[src/rtl/mm_pkg.sv]
// Shared definitions for the matrix-multiply MAC sequencer: state encoding,
// default sizing constants and the index-counter width helper.
package mm_pkg;

    localparam int N_DEF  = 4;
    localparam int AW_DEF = 4;
    localparam int OW_DEF = 16;

    typedef enum logic [2:0] {
        S_IDLE  = 3'd0,
        S_RUN   = 3'd1,
        S_DRAIN = 3'd2,
        S_WRITE = 3'd3,
        S_DONE  = 3'd4
    } state_t;

    // Width of an index counter that must hold 0..n-1 (at least one bit).
    function automatic int cnt_w(input int n);
        return (n < 2) ? 1 : $clog2(n);
    endfunction

endpackage

[src/rtl/mm_mac_sched_if.sv]
// Handshake, operand-memory, MAC and result-memory signals of the sequencer.
// master = the sequencer, slave = the datapath / environment around it.
interface mm_mac_sched_if #(
    parameter int AW = 4,
    parameter int OW = 16
);
    logic          start;
    logic          busy;
    logic          done;
    logic          a_rd_en;
    logic [AW-1:0] a_addr;
    logic          b_rd_en;
    logic [AW-1:0] b_addr;
    logic          mac_en;
    logic          mac_load;
    logic [OW-1:0] mac_acc;
    logic          c_wr_en;
    logic [AW-1:0] c_addr;
    logic [OW-1:0] c_data;

    modport master (
        input  start, mac_acc,
        output busy, done, a_rd_en, a_addr, b_rd_en, b_addr,
               mac_en, mac_load, c_wr_en, c_addr, c_data
    );

    modport slave (
        output start, mac_acc,
        input  busy, done, a_rd_en, a_addr, b_rd_en, b_addr,
               mac_en, mac_load, c_wr_en, c_addr, c_data
    );
endinterface

[src/rtl/mm_idx_cnt.sv]
// Nested i/j/k index counter for C = A x B with wrap flags and the
// A (i*N+k), B (k*N+j) and C (i*N+j) element addresses.
module mm_idx_cnt
    import mm_pkg::*;
#(
    parameter int N  = N_DEF,
    parameter int AW = AW_DEF
) (
    input  logic          clk,
    input  logic          aclr,
    input  logic          clr,     // start accepted: restart at element (0,0)
    input  logic          k_inc,   // step to the next dot-product term
    input  logic          adv,     // element written: move to the next (i,j)
    output logic          k_first,
    output logic          k_last,
    output logic          j_last,
    output logic          i_last,
    output logic [AW-1:0] a_addr,
    output logic [AW-1:0] b_addr,
    output logic [AW-1:0] c_addr
);
    localparam int            IW   = cnt_w(N);
    localparam logic [IW-1:0] LAST = IW'(N - 1);
    localparam logic [AW-1:0] NA   = AW'(N);

    logic [IW-1:0] i, j, k;

    // Index registers; the final element leaves them untouched so the
    // addresses keep their last value until the next start.
    always_ff @(posedge clk) begin
        if (aclr || clr) begin
            i <= '0;
            j <= '0;
            k <= '0;
        end else if (adv) begin
            if (!(j_last && i_last)) begin
                k <= '0;
                if (j_last) begin
                    j <= '0;
                    i <= i + IW'(1);
                end else begin
                    j <= j + IW'(1);
                end
            end
        end else if (k_inc) begin
            k <= k + IW'(1);
        end
    end

    assign k_first = (k == '0);
    assign k_last  = (k == LAST);
    assign j_last  = (j == LAST);
    assign i_last  = (i == LAST);

    assign a_addr = AW'(i) * NA + AW'(k);
    assign b_addr = AW'(k) * NA + AW'(j);
    assign c_addr = AW'(i) * NA + AW'(j);

endmodule

[src/rtl/mm_mac_sched.sv]
// Sequencer for C = A x B over one shared MAC: per C element it issues N
// operand reads, lets the MAC drain, then writes the accumulator to C.
module mm_mac_sched
    import mm_pkg::*;
#(
    parameter int N  = N_DEF,
    parameter int AW = AW_DEF,
    parameter int OW = OW_DEF
) (
    input  logic           clk,
    input  logic           aclr,
    mm_mac_sched_if.master bus
);
    state_t state, nxt;

    logic k_first, k_last, j_last, i_last;
    logic rd;
    logic mac_en_q, mac_load_q;

    mm_idx_cnt #(.N(N), .AW(AW)) u_idx (
        .clk     (clk),
        .aclr    (aclr),
        .clr     ((state == S_IDLE) && bus.start),
        .k_inc   ((state == S_RUN) && !k_last),
        .adv     (state == S_WRITE),
        .k_first (k_first),
        .k_last  (k_last),
        .j_last  (j_last),
        .i_last  (i_last),
        .a_addr  (bus.a_addr),
        .b_addr  (bus.b_addr),
        .c_addr  (bus.c_addr)
    );

    // State register.
    always_ff @(posedge clk) begin
        if (aclr) state <= S_IDLE;
        else      state <= nxt;
    end

    // Next-state logic: RUN for N terms, one DRAIN, one WRITE per element.
    always_comb begin
        nxt = state;
        case (state)
            S_IDLE:  if (bus.start) nxt = S_RUN;
            S_RUN:   if (k_last) nxt = S_DRAIN;
            S_DRAIN: nxt = S_WRITE;
            S_WRITE: nxt = (i_last && j_last) ? S_DONE : S_RUN;
            S_DONE:  nxt = S_IDLE;
            default: nxt = S_IDLE;
        endcase
    end

    // Moore outputs decoded from the current state.
    always_comb begin
        rd          = 1'b0;
        bus.busy    = 1'b0;
        bus.done    = 1'b0;
        bus.c_wr_en = 1'b0;
        bus.c_data  = '0;
        case (state)
            S_RUN:   begin bus.busy = 1'b1; rd = 1'b1; end
            S_DRAIN: bus.busy = 1'b1;
            S_WRITE: begin
                bus.busy    = 1'b1;
                bus.c_wr_en = 1'b1;
                bus.c_data  = bus.mac_acc;
            end
            S_DONE:  begin bus.busy = 1'b1; bus.done = 1'b1; end
            default: ;
        endcase
    end

    assign bus.a_rd_en = rd;
    assign bus.b_rd_en = rd;

    // MAC control trails the read strobe by the memories' one-cycle latency;
    // the k==0 term loads the accumulator instead of adding to it.
    always_ff @(posedge clk) begin
        if (aclr) begin
            mac_en_q   <= 1'b0;
            mac_load_q <= 1'b0;
        end else begin
            mac_en_q   <= rd;
            mac_load_q <= rd && k_first;
        end
    end

    assign bus.mac_en   = mac_en_q;
    assign bus.mac_load = mac_load_q;

endmodule

[src/flat_wrapper.sv]
// flat-port wrapper written by rule: the top's interface ports become plain ports
module mm_mac_sched_flat import mm_pkg::*;
#(
    parameter int N  = N_DEF,
    parameter int AW = AW_DEF,
    parameter int OW = OW_DEF
)
  (clk, aclr, bus_start, bus_mac_acc, bus_busy, bus_done, bus_a_rd_en, bus_a_addr, bus_b_rd_en, bus_b_addr, bus_mac_en, bus_mac_load, bus_c_wr_en, bus_c_addr, bus_c_data);
  mm_mac_sched_if #(.AW(AW), .OW(OW)) bus_i ();
  input  logic clk;
  input  logic aclr;
  input wire logic [$bits(bus_i.start)-1:0] bus_start;
  input wire logic [$bits(bus_i.mac_acc)-1:0] bus_mac_acc;
  output wire logic [$bits(bus_i.busy)-1:0] bus_busy;
  output wire logic [$bits(bus_i.done)-1:0] bus_done;
  output wire logic [$bits(bus_i.a_rd_en)-1:0] bus_a_rd_en;
  output wire logic [$bits(bus_i.a_addr)-1:0] bus_a_addr;
  output wire logic [$bits(bus_i.b_rd_en)-1:0] bus_b_rd_en;
  output wire logic [$bits(bus_i.b_addr)-1:0] bus_b_addr;
  output wire logic [$bits(bus_i.mac_en)-1:0] bus_mac_en;
  output wire logic [$bits(bus_i.mac_load)-1:0] bus_mac_load;
  output wire logic [$bits(bus_i.c_wr_en)-1:0] bus_c_wr_en;
  output wire logic [$bits(bus_i.c_addr)-1:0] bus_c_addr;
  output wire logic [$bits(bus_i.c_data)-1:0] bus_c_data;
  assign bus_i.start = bus_start;
  assign bus_i.mac_acc = bus_mac_acc;
  assign bus_busy = bus_i.busy;
  assign bus_done = bus_i.done;
  assign bus_a_rd_en = bus_i.a_rd_en;
  assign bus_a_addr = bus_i.a_addr;
  assign bus_b_rd_en = bus_i.b_rd_en;
  assign bus_b_addr = bus_i.b_addr;
  assign bus_mac_en = bus_i.mac_en;
  assign bus_mac_load = bus_i.mac_load;
  assign bus_c_wr_en = bus_i.c_wr_en;
  assign bus_c_addr = bus_i.c_addr;
  assign bus_c_data = bus_i.c_data;
  mm_mac_sched #(.N(N), .AW(AW), .OW(OW)) u_core (.clk(clk), .aclr(aclr), .bus(bus_i));
endmodule
[config.mk]
export PLATFORM = sky130hd
export DESIGN_NAME = mm_mac_sched_flat
export DESIGN_NICKNAME = d
export VERILOG_FILES = /design/src/rtl/mm_pkg.sv /design/src/rtl/mm_mac_sched_if.sv /design/src/rtl/mm_idx_cnt.sv /design/src/rtl/mm_mac_sched.sv /design/src/flat_wrapper.sv
export SDC_FILE = /design/constraint.sdc
export NUM_CORES = 1
export LEC_CHECK = 0
export BUFFER_PORTS_ARGS = -buffer_cell sky130_fd_sc_hd__buf_2
export CAP_MARGIN = 20
export CORE_ASPECT_RATIO = 1.25
export CORE_MARGIN = 5
export CORE_UTILIZATION = 35
export DETAILED_ROUTE_END_ITERATION = 12
export PLACE_DENSITY = 0.71
export SLEW_MARGIN = 15
export SYNTH_ARGS = -nofsm -noshare
export SYNTH_HDL_FRONTEND = slang
export SYNTH_SLANG_ARGS = --single-unit
export TNS_END_PERCENT = 1
[constraint.sdc]
create_clock -name clk -period 2.4 [get_ports clk]
set_input_delay 0.12 -clock clk [delete_from_list [all_inputs] [get_ports clk]]
set_output_delay 0.12 -clock clk [all_outputs]
set_load 0.02 [all_outputs]
==> results.py, run 1 <==
metrics = {
    "final_layout": {
        "instances_no_fill": 151,
        "areaGrowthSynthToFinish_pct": 31.2,
        "final_common_cell": "buf_2",
        "nets": 155,
        "diodes": 0,
        "drive_above_1_share": 0.458,
        "final_cell_mix": "buf_2, and2_1, dfxtp_1",
    },
    "sta": {
        "slew_violations": 0,
        "period_share": 0.686,
        "fmax_mhz": 607,
        "max_slew_margin": 0.738,
        "fin_setup_tns_ps": 0,
        "rsz0062_at_grt": "false",
        "period_needed_ps": 1650,
        "tightest_slew_ps": 387,
        "setup_viol": 0,
        "finalHoldViolations": 0,
        "fin_skew_ps": 3.25,
    },
    "power_and_ir_drop": {
        "switchingPower_mw": 0.0959,
        "power_frac_seq": 0.517,
        "clock_power_share": 0.344,
        "p_leak_nw": 0.559,
        "power.density_nw_per_um2": 389,
        "irDropWorstVdd_uv": 158,
        "combPwrFrac": 0.139,
        "switching_share": 0.257,
        "p_int_mw": 0.277,
    },
    "setup_path": {
        "critPathMaxStageDelay_ps": 540,
        "cp.arrival_ps": 1530,
        "cp-end-kind": "output pin",
        "crit_fanout": 19,
        "crit_type": "register to output pin",
        "cp_top_family": "flip-flops",
        "required_ps": 2280,
        "slowest_stage": "dfxtp_1",
        "crit_chain": "nand3b_4 -> inv_2 -> and2_1 -> buf_2",
        "crit_buf_inv": 2,
        "startpoint_type": "register",
    },
    "synth": {
        "synth_seq_area_share": 0.301,
        "syn_area_per_cell_um2": 8.60,
        "synthCells": 85,
        "ys_types": 30,
        "synth_area_um2": 731,
        "ys.warnings.count": 0,
        "synth-seq-cells": 11,
        "synth.net_count": 108,
    },
    "drt": {
        "drt_iter0_drc": 7,
        "drc": 0,
        "first_pass_iters": 4,
        "antenna_left": 0,
        "wl_per_cell_um": 11.9,
        "routed_wl_um": 1800,
        "vias": 760,
        "routed_via_density": 5.03,
    },
    "run": {
        "cap_violations": 0,
    },
    "clock_tree": {
        "worstSkewPairLatency_ps": 270,
        "clock_path_buffers": 2,
        "htree_levels": 1,
        "cts-root-buf": "clkbuf_4",
        "cts_inserted_buffers": 3,
        "cts_setup_buffers": 0,
        "clock_sinks": 11,
        "cts_hold_buf": 0,
        "cts_tree": "built",
        "clk_pin_slew_worst_paths_ps": 70,
        "post_cts_resized": 0,
    },
    "floorplanning": {
        "initial_core_util": 0.369,
        "die_w_um": 50.9,
        "die_area_um2": 3110,
        "die_height_um": 61.1,
        "coreArea_um2": 1980,
        "io_pins": 54,
        "num_rows": 18,
    },
    "run_status": {
        "status": "finished clean",
    },
    "global_routing": {
        "grt_pass1_wl_um": 2810,
        "grt_start_max_net_pins": 20,
        "grt_use_total": 0.114,
        "grt_pass1_vias": 716,
        "antenna_found_initial": 0,
        "gr-total-overflow": 0,
    },
    "worst_hold_path": {
        "hold_path.class": "input pin to register",
    },
    "place": {
        "dp.cells": 147,
        "io_buffers": 53,
        "routabilityCongestion": 0.751,
        "dp_hpwl_um": 1450,
    },
}
==> cell families after synthesis <==
| logic type | after synthesis | synth area share |
|---|---|---|
| mux | 1 | 0.0137 |
| flops | 11 | 0.301 |
| simple gates | 38 | 0.341 |
| buf+inv | 15 | 0.142 |
| xor+xnor | 1 | 0.0120 |
| fa+ha+maj | 4 | 0.0685 |
| compound gates | 15 | 0.122 |
==> flip-flops by register name, summed over array words and instances (netlist names) <==
name / flops
u_core.bus.mac_en: 1
u_core.bus.mac_load: 1
u_core.u_idx.i: 2
u_core.u_idx.k: 2
u_core.u_idx.j: 2
u_core.state: 3
==> area by class of cell <==
cell class	instances	area, um^2
clock buffers	4	26.3
fillers	206	1020
inverters	4	15.0
multi-input cells	59	407
flip-flops and latches	11	220
well taps	20	25.0
repair buffers	53	265
==> final timing paths <==
check | end | depth (start not counted) | slack, ps | startpoint
max | bus_c_data[7] | 4 | 750 | u_core.state[1]
min | u_core.state[1] | 2 | 80 | aclr
max reg2reg | u_core.u_idx.k[1] | 4 | 1040 | u_core.u_idx.k[0]
min reg2reg | u_core.u_idx.i[1] | 2 | 530 | u_core.u_idx.i[1]
==> cell usage after synthesis <==
cell type | n | area, um^2
o21ai_0 | 5 | 25.0
nand4b_1 | 1 | 8.76
nor3b_1 | 1 | 7.51
a31o_2 | 1 | 8.76
buf_4 | 7 | 52.6
nand3_1 | 1 | 5.00
nand2b_1 | 1 | 6.26
mux2i_1 | 1 | 10.0
inv_1 | 3 | 11.3
nand3b_4 | 1 | 20.0
nand2_1 | 3 | 11.3
ha_1 | 4 | 50.1
or4b_4 | 1 | 13.8
nor2b_1 | 1 | 6.26
buf_6 | 1 | 11.3
o211ai_1 | 2 | 15.0
or3_1 | 2 | 12.5
and3_1 | 1 | 6.26
inv_2 | 1 | 3.75
buf_2 | 2 | 10.0
and2_1 | 18 | 113
nor3_1 | 3 | 15.0
dfxtp_1 | 11 | 220
nor2_1 | 2 | 7.51
and2b_1 | 1 | 7.51
xnor2_1 | 1 | 8.76
nor4b_1 | 1 | 8.76
o311a_1 | 1 | 10.0
a21oi_1 | 6 | 30.0
buf_8 | 1 | 15.0
==> worst reg2reg max path: cells and delay by family, from the launching register on <==
family	cells	cell delay, ps
AOI/OAI and AO/OA	2	180
DFF	1	350
and+or+nand+nor	1	490
adders and majority gates	1	230
==> power groups by stage <==
stage	Clock [mW]	Combinational (mW)	Sequential (mW)
after detailed placement	0	0.0528	0.197
after CTS	0.133	0.0529	0.193
after floorplan	0	0.0303	0.198
final	0.128	0.0519	0.193
after global routing	0.137	0.0573	0.194
after global placement	0	0.0523	0.196
==> through the flow <==
step	hold slack (ps)	setup slack [ps]	area [um^2]	util	total power, mW
after floorplan	197	915	731	-	0.228
after global routing	96.0	592	958	0.484	0.388
after global placement	360	1050	932	0.470	0.249
final	80.7	753	958	0.484	0.373
after CTS	77.0	734	958	0.484	0.379
after detailed placement	367	1040	932	0.470	0.250
==> metal layers <==
layer	track usage	part of all wire	wire length (um)
met5	0	0	0
met4	0.0547	0.012	22
met3	0.0169	0.12	214
met2	0.197	0.46	825
met1	0.138	0.41	736
Note: power is estimated with default switching activity, not from simulation.
==> run 2: changes to the inputs <==
==> constraint.sdc (replaced) <==
create_clock -name clk -period 1.6 [get_ports clk]
set_input_delay 0.08 -clock clk [delete_from_list [all_inputs] [get_ports clk]]
set_output_delay 0.08 -clock clk [all_outputs]
set_load 0.02 [all_outputs]
==> run 2 against run 1 <==
Against the previous run:
- worst hold slack worse by 49 ps
- non-clock buffer count stayed put
- register-to-register slack got worse by 810 ps
- design area is 0.39% higher
- sequential share of layout area increased by 0.30 points
- critical path depth unchanged
- global-route usage up 0.67 points
- final cell count is the same
- clock skew is essentially flat
- sequential power is 50% higher
- die area is the same
- critical path type unchanged
- critical endpoint is now bus_c_data[13]
- highest routed layer unchanged
==> results.py, run 2 (synthesis results as in run 1) <==
metrics = {
    "run_status": {
        "status": "finished clean",
    },
    "run": {
        "cap_violations": 0,
    },
    "global_routing": {
        "grt_use_total": 0.121,
        "gr-total-overflow": 0,
        "grt_pass1_wl_um": 2920,
        "antenna_found_initial": 0,
        "grt_pass1_vias": 729,
        "grt_start_max_net_pins": 20,
    },
    "floorplanning": {
        "die_height_um": 61.1,
        "die_w_um": 50.9,
        "die_area_um2": 3110,
        "num_rows": 18,
        "coreArea_um2": 1980,
        "io_pins": 54,
        "initial_core_util": 0.369,
    },
    "setup_path": {
        "required_ps": 1520,
        "crit_fanout": 19,
        "rr_startpoint": "u_core.u_idx.k[0]",
        "rrSetupSlack_ps": 230,
        "cp.arrival_ps": 1390,
        "crit_type": "register to output pin",
        "startpoint_type": "register",
        "r2r_cells": 4,
        "timing.rr.end": "u_core.u_idx.k[0]",
        "cp-end-kind": "output pin",
    },
    "power_and_ir_drop": {
        "switching_share": 0.252,
        "power_mw": 0.556,
        "irDropWorstVdd_uv": 314,
        "switchingPower_mw": 0.140,
        "clock_power_share": 0.340,
        "p_leak_nw": 0.560,
        "power.density_nw_per_um2": 578,
        "power_frac_seq": 0.520,
        "p_int_mw": 0.416,
        "combPwrFrac": 0.140,
    },
    "drt": {
        "routed_wl_um": 1740,
        "drc": 0,
        "wl_per_cell_um": 11.5,
        "routed_via_density": 4.85,
        "first_pass_iters": 4,
        "drt_iter0_drc": 5,
        "vias": 732,
        "antenna_left": 0,
    },
    "clock_tree": {
        "post_cts_resized": 1,
        "clk_pin_slew_worst_paths_ps": 70,
        "cts_setup_buffers": 0,
        "clock_path_buffers": 2,
        "cts-root-buf": "clkbuf_4",
        "cts_tree": "built",
        "worstSkewPairLatency_ps": 270,
        "cts_hold_buf": 0,
        "cts_inserted_buffers": 3,
        "htree_levels": 1,
        "clock_sinks": 11,
    },
    "worst_hold_path": {
        "holdPathEnd": "u_core.state[2]",
        "hold_path.class": "input pin to register",
        "worstHoldStart": "aclr",
        "min_path_cells": 2,
    },
    "sta": {
        "slew_violations": 0,
        "setup_viol": 0,
        "finalHoldViolations": 0,
        "fmax_mhz": 681,
        "tightest_slew_ps": 382,
        "max_slew_margin": 0.742,
        "period_share": 0.918,
        "rsz0062_at_grt": "false",
        "period_needed_ps": 1470,
        "fin_setup_tns_ps": 0,
        "fin_skew_ps": 3.41,
    },
    "place": {
        "dp_hpwl_um": 1440,
        "dpl-instance-area_um2": 932,
        "routabilityCongestion": 0.680,
        "dp.cells": 147,
        "io_buffers": 53,
    },
    "final_layout": {
        "instances_no_fill": 151,
        "final_cell_mix": "buf_2, and2_1, dfxtp_1",
        "final_common_cell": "buf_2",
        "regMostFlops": "u_core.state",
        "areaGrowthSynthToFinish_pct": 31.7,
        "drive_above_1_share": 0.481,
        "diodes": 0,
        "nets": 155,
        "post-route-cell-area_um2": 962,
        "largest_register_ffs": 3,
    },
}
run 2: cell counts in the layout (fill, tap and decap cells not counted):
Identical to the previous run, type by type.
run 2: layer usage:
metal | global-route usage | vias up | wire length, um
met5 | 0 | - | 0
li1 | - | 373 | -
met3 | 0.0291 | 4 | 223
met4 | 0.0657 | 0 | 26
met1 | 0.144 | 306 | 701
met2 | 0.199 | 49 | 785
run 2: worst max-delay path by stage:
stage	slack (ps)	end	startpoint	cells after the start
3_5_place_dp	240	u_core.u_idx.k[0]	u_core.u_idx.k[0]	4
5_1_grt	0.9	bus_c_data[13]	u_core.state[1]	4
4_1_cts	20	bus_c_data[9]	u_core.state[0]	4
6_report	130	bus_c_data[13]	u_core.state[1]	4
3_3_place_gp	280	u_core.u_idx.k[1]	u_core.u_idx.k[0]	4
2_1_floorplan	120	u_core.bus.mac_load	u_core.state[0]	4
run 2: layout make-up:
type                    instances  area, um^2
fillers                       185        1020
multi-input cells              59         407
repair buffers                 53         265
flip-flops and latches         11         224
clock buffers                   4        26.3
well taps                      20        25.0
inverters                       4        15.0
run 2: worst max-delay path, stage by stage, from the launching register on:
cell and delay, ps:
dfxtp_2 450, nand3b_4 150, inv_2 200, and2_1 160
buf_2 160
run 2: power by group through the flow:
stage          registers, mW  logic (mW)  clock network (mW)
3_5_place_dp           0.295      0.0789                   0
6_report               0.289      0.0777               0.189
3_3_place_gp           0.295      0.0778                   0
2_1_floorplan          0.297      0.0455                   0
4_1_cts                0.289      0.0791               0.198
5_1_grt                0.290      0.0874               0.213
run 2: per-stage QoR:
stage          setup WS (ps)  hold WS, ps  utilization
2_1_floorplan            115          157            -
3_3_place_gp             276          319        0.470
3_5_place_dp             235          318        0.470
4_1_cts                 17.7         19.8        0.484
5_1_grt                0.946         33.7        0.485
6_report                 132         31.8        0.485
==> run 3: changes to the inputs <==
--- a/config.mk
+++ b/config.mk
@@ -11,9 +11,10 @@
 export CORE_MARGIN = 5
 export CORE_UTILIZATION = 35
 export DETAILED_ROUTE_END_ITERATION = 12
-export PLACE_DENSITY = 0.71
+export PLACE_DENSITY = 0.72
 export SLEW_MARGIN = 15
 export SYNTH_ARGS = -nofsm -noshare
 export SYNTH_HDL_FRONTEND = slang
+export SYNTH_HIERARCHICAL = 1
 export SYNTH_SLANG_ARGS = --single-unit
 export TNS_END_PERCENT = 1
==> run 3 against run 2 <==
Against the previous run:
- power grew 0.46%
- sequential share of layout area down 0.49 points
- design area increased by 1.6%
- utilization is 1.3 points higher
- count of clock-buffer cells in the layout stayed put
- largest power group unchanged
==> results.py, run 3 <==
metrics = {
    "global_routing": {
        "antenna_found_initial": 0,
        "gr-total-overflow": 0,
        "grt_start_max_net_pins": 17,
        "grt_pass1_wl_um": 3010,
        "grt_pass1_vias": 677,
        "grt_use_total": 0.125,
    },
    "clock_tree": {
        "cts_tree": "built",
        "worstSkewPairLatency_ps": 260,
        "cts-root-buf": "clkbuf_4",
        "clk_pin_slew_worst_paths_ps": 70,
        "cts_hold_buf": 0,
        "htree_levels": 1,
        "clock_sinks": 11,
        "clock_path_buffers": 2,
        "cts_inserted_buffers": 3,
    },
    "final_layout": {
        "utilization": 0.499,
        "drive_above_1_share": 0.474,
        "final_cell_mix": "buf_2, and2_1, nor2_1, dfxtp_1, ha_1",
        "nets": 157,
        "post-route-cell-area_um2": 977,
        "final_common_cell": "buf_2",
        "areaGrowthSynthToFinish_pct": 38.2,
        "largest_register_ffs": 3,
        "diodes": 0,
        "regMostFlops": "u_core/state",
    },
    "drt": {
        "routed_wl_um": 1800,
        "drt_iter0_drc": 10,
        "vias": 706,
        "drc": 0,
        "top_layer": "met3",
        "wl_met3_um": 116,
        "antenna_left": 0,
        "routed_via_density": 4.61,
        "routed-wl-met2_um": 984,
        "first_pass_iters": 3,
        "drt-met1-wl_um": 694,
        "wl_per_cell_um": 11.7,
    },
    "setup_path": {
        "crit_fanout": 16,
        "required_ps": 1520,
        "startpoint_type": "register",
        "cp.arrival_ps": 1430,
        "crit_type": "register to output pin",
        "cp-end-kind": "output pin",
    },
    "synth": {
        "synth-seq-cells": 11,
        "syn_area_per_cell_um2": 8.52,
        "synth.net_count": 106,
        "synthTopCellsByArea": "dfxtp_1, and2_1, buf_4",
        "yosysMostFrequentCell": "and2_1",
        "synth_seq_area_share": 0.312,
        "synth_largest_area_cell": "dfxtp_1",
        "ys_async_sr_fraction": 0,
        "synthCells": 83,
        "ys_types": 33,
        "ys.warnings.count": 6,
        "synth_commonest_cells": "and2_1, dfxtp_1, nor2_1, buf_4, ha_1",
        "yosys_most_used_dff": "dfxtp_1",
        "yosysTopAreaCellShare": 0.312,
        "synth_edf_count": 0,
        "synth_area_um2": 707,
    },
    "run": {
        "cap_violations": 0,
    },
    "sta": {
        "setup_viol": 0,
        "rsz0062_at_grt": "false",
        "max_slew_margin": 0.775,
        "fin_setup_tns_ps": 0,
        "fin_skew_ps": 4.94,
        "period_share": 0.943,
        "tightest_slew_ps": 337,
        "period_needed_ps": 1510,
        "fmax_mhz": 663,
        "slew_violations": 0,
        "finalHoldViolations": 0,
    },
    "worst_hold_path": {
        "hold_path.class": "input pin to register",
    },
    "power_and_ir_drop": {
        "irDropWorstVdd_uv": 657,
        "power_mw": 0.558,
        "p_leak_nw": 0.563,
        "power.density_nw_per_um2": 571,
    },
    "run_status": {
        "status": "finished clean",
    },
    "place": {
        "dp_hpwl_um": 1410,
        "routabilityCongestion": 0.655,
        "io_buffers": 53,
        "dpl-instance-area_um2": 940,
    },
    "floorplanning": {
        "die_area_um2": 3020,
        "num_rows": 18,
        "io_pins": 54,
        "die_w_um": 50.2,
        "initial_core_util": 0.361,
        "coreArea_um2": 1960,
        "die_height_um": 60.2,
    },
}
==> run 3: cell types whose count changed in the layout (fill, tap and decap cells not counted), moves of 2 or more <==
cell      change
buf_4         +3
or3_1         -2
nand3b_1      +2
nor2_1        +7
nand4_1       +2
o21ai_0       -5
a21oi_1       -3
o211ai_1      -2
nor3_1        -2
==> run 3: final timing paths <==
check / start / to / slack [ps] / cells past startpoint
worst max-delay path: u_core/state[2] / bus_c_data[9] / 90 / 4
worst min-delay path: aclr / u_core/bus.mac_en / 60 / 2
worst max register to register: u_core/state[0] / u_core/u_idx/k[0] / 190 / 5
worst min register to register: u_core/u_idx/j[1] / u_core/u_idx/j[1] / 500 / 2
==> run 3: layer usage <==
metal,vias up,GRT usage
met1,312,0.144
met3,0,0.0399
met5,-,0
li1,376,-
met4,0,0.0112
met2,18,0.230
==> run 3: cell type report <==
cell class	instances	area, um^2
clock buffers	4	26.3
multi-input cells	59	404
fillers	186	982
inverters	3	11.3
flip-flops and latches	11	223
repair buffers	56	288
well taps	20	25.0
==> run 3: what timing repair did <==
item	4_1_cts	5_1_grt
setup buffers	1	0
pin swaps	1	0
endpoints found under the setup margin	16	12
gates resized for setup	1	2
gates cloned	0	0
==> run 3: critical path, cell delays in order (launching register included) <==
cell and delay [ps]:
dfxtp_1 430, and3b_2 250, buf_4 170, and2_1 160, buf_2 150
==> run 3: cells by family (layout without fill, tap and decap cells) <==
group                      Yosys count  after routing  synth area share
and+or+nand+nor                     45             45             0.391
buffers and inverters               13             63             0.119
DFF                                 11             11             0.312
AOI/OAI and AO/OA                    7              7            0.0690
adders and majority gates            4              4            0.0708
xor gates and xnor gates             2              2            0.0248
muxes                                1              1            0.0142
==> run 3: per-stage QoR <==
| step | hold WS [ps] | instances | setup slack [ps] |
|---|---|---|---|
| after floorplan | 150 | 83 | 212 |
| after global placement | 321 | 148 | 189 |
| after detailed placement | 320 | 148 | 153 |
| after CTS | 40.6 | 153 | 75.6 |
| after global routing | 60.4 | 153 | 11.4 |
| final | 56.7 | 153 | 91.9 |
==> run 3: report_power, final <==
group          switching (mW)  leakage [nW]  internal [mW]
clock network          0.0882        0.0150         0.0963
registers             0.00647        0.0902          0.281
logic                  0.0446         0.458         0.0415
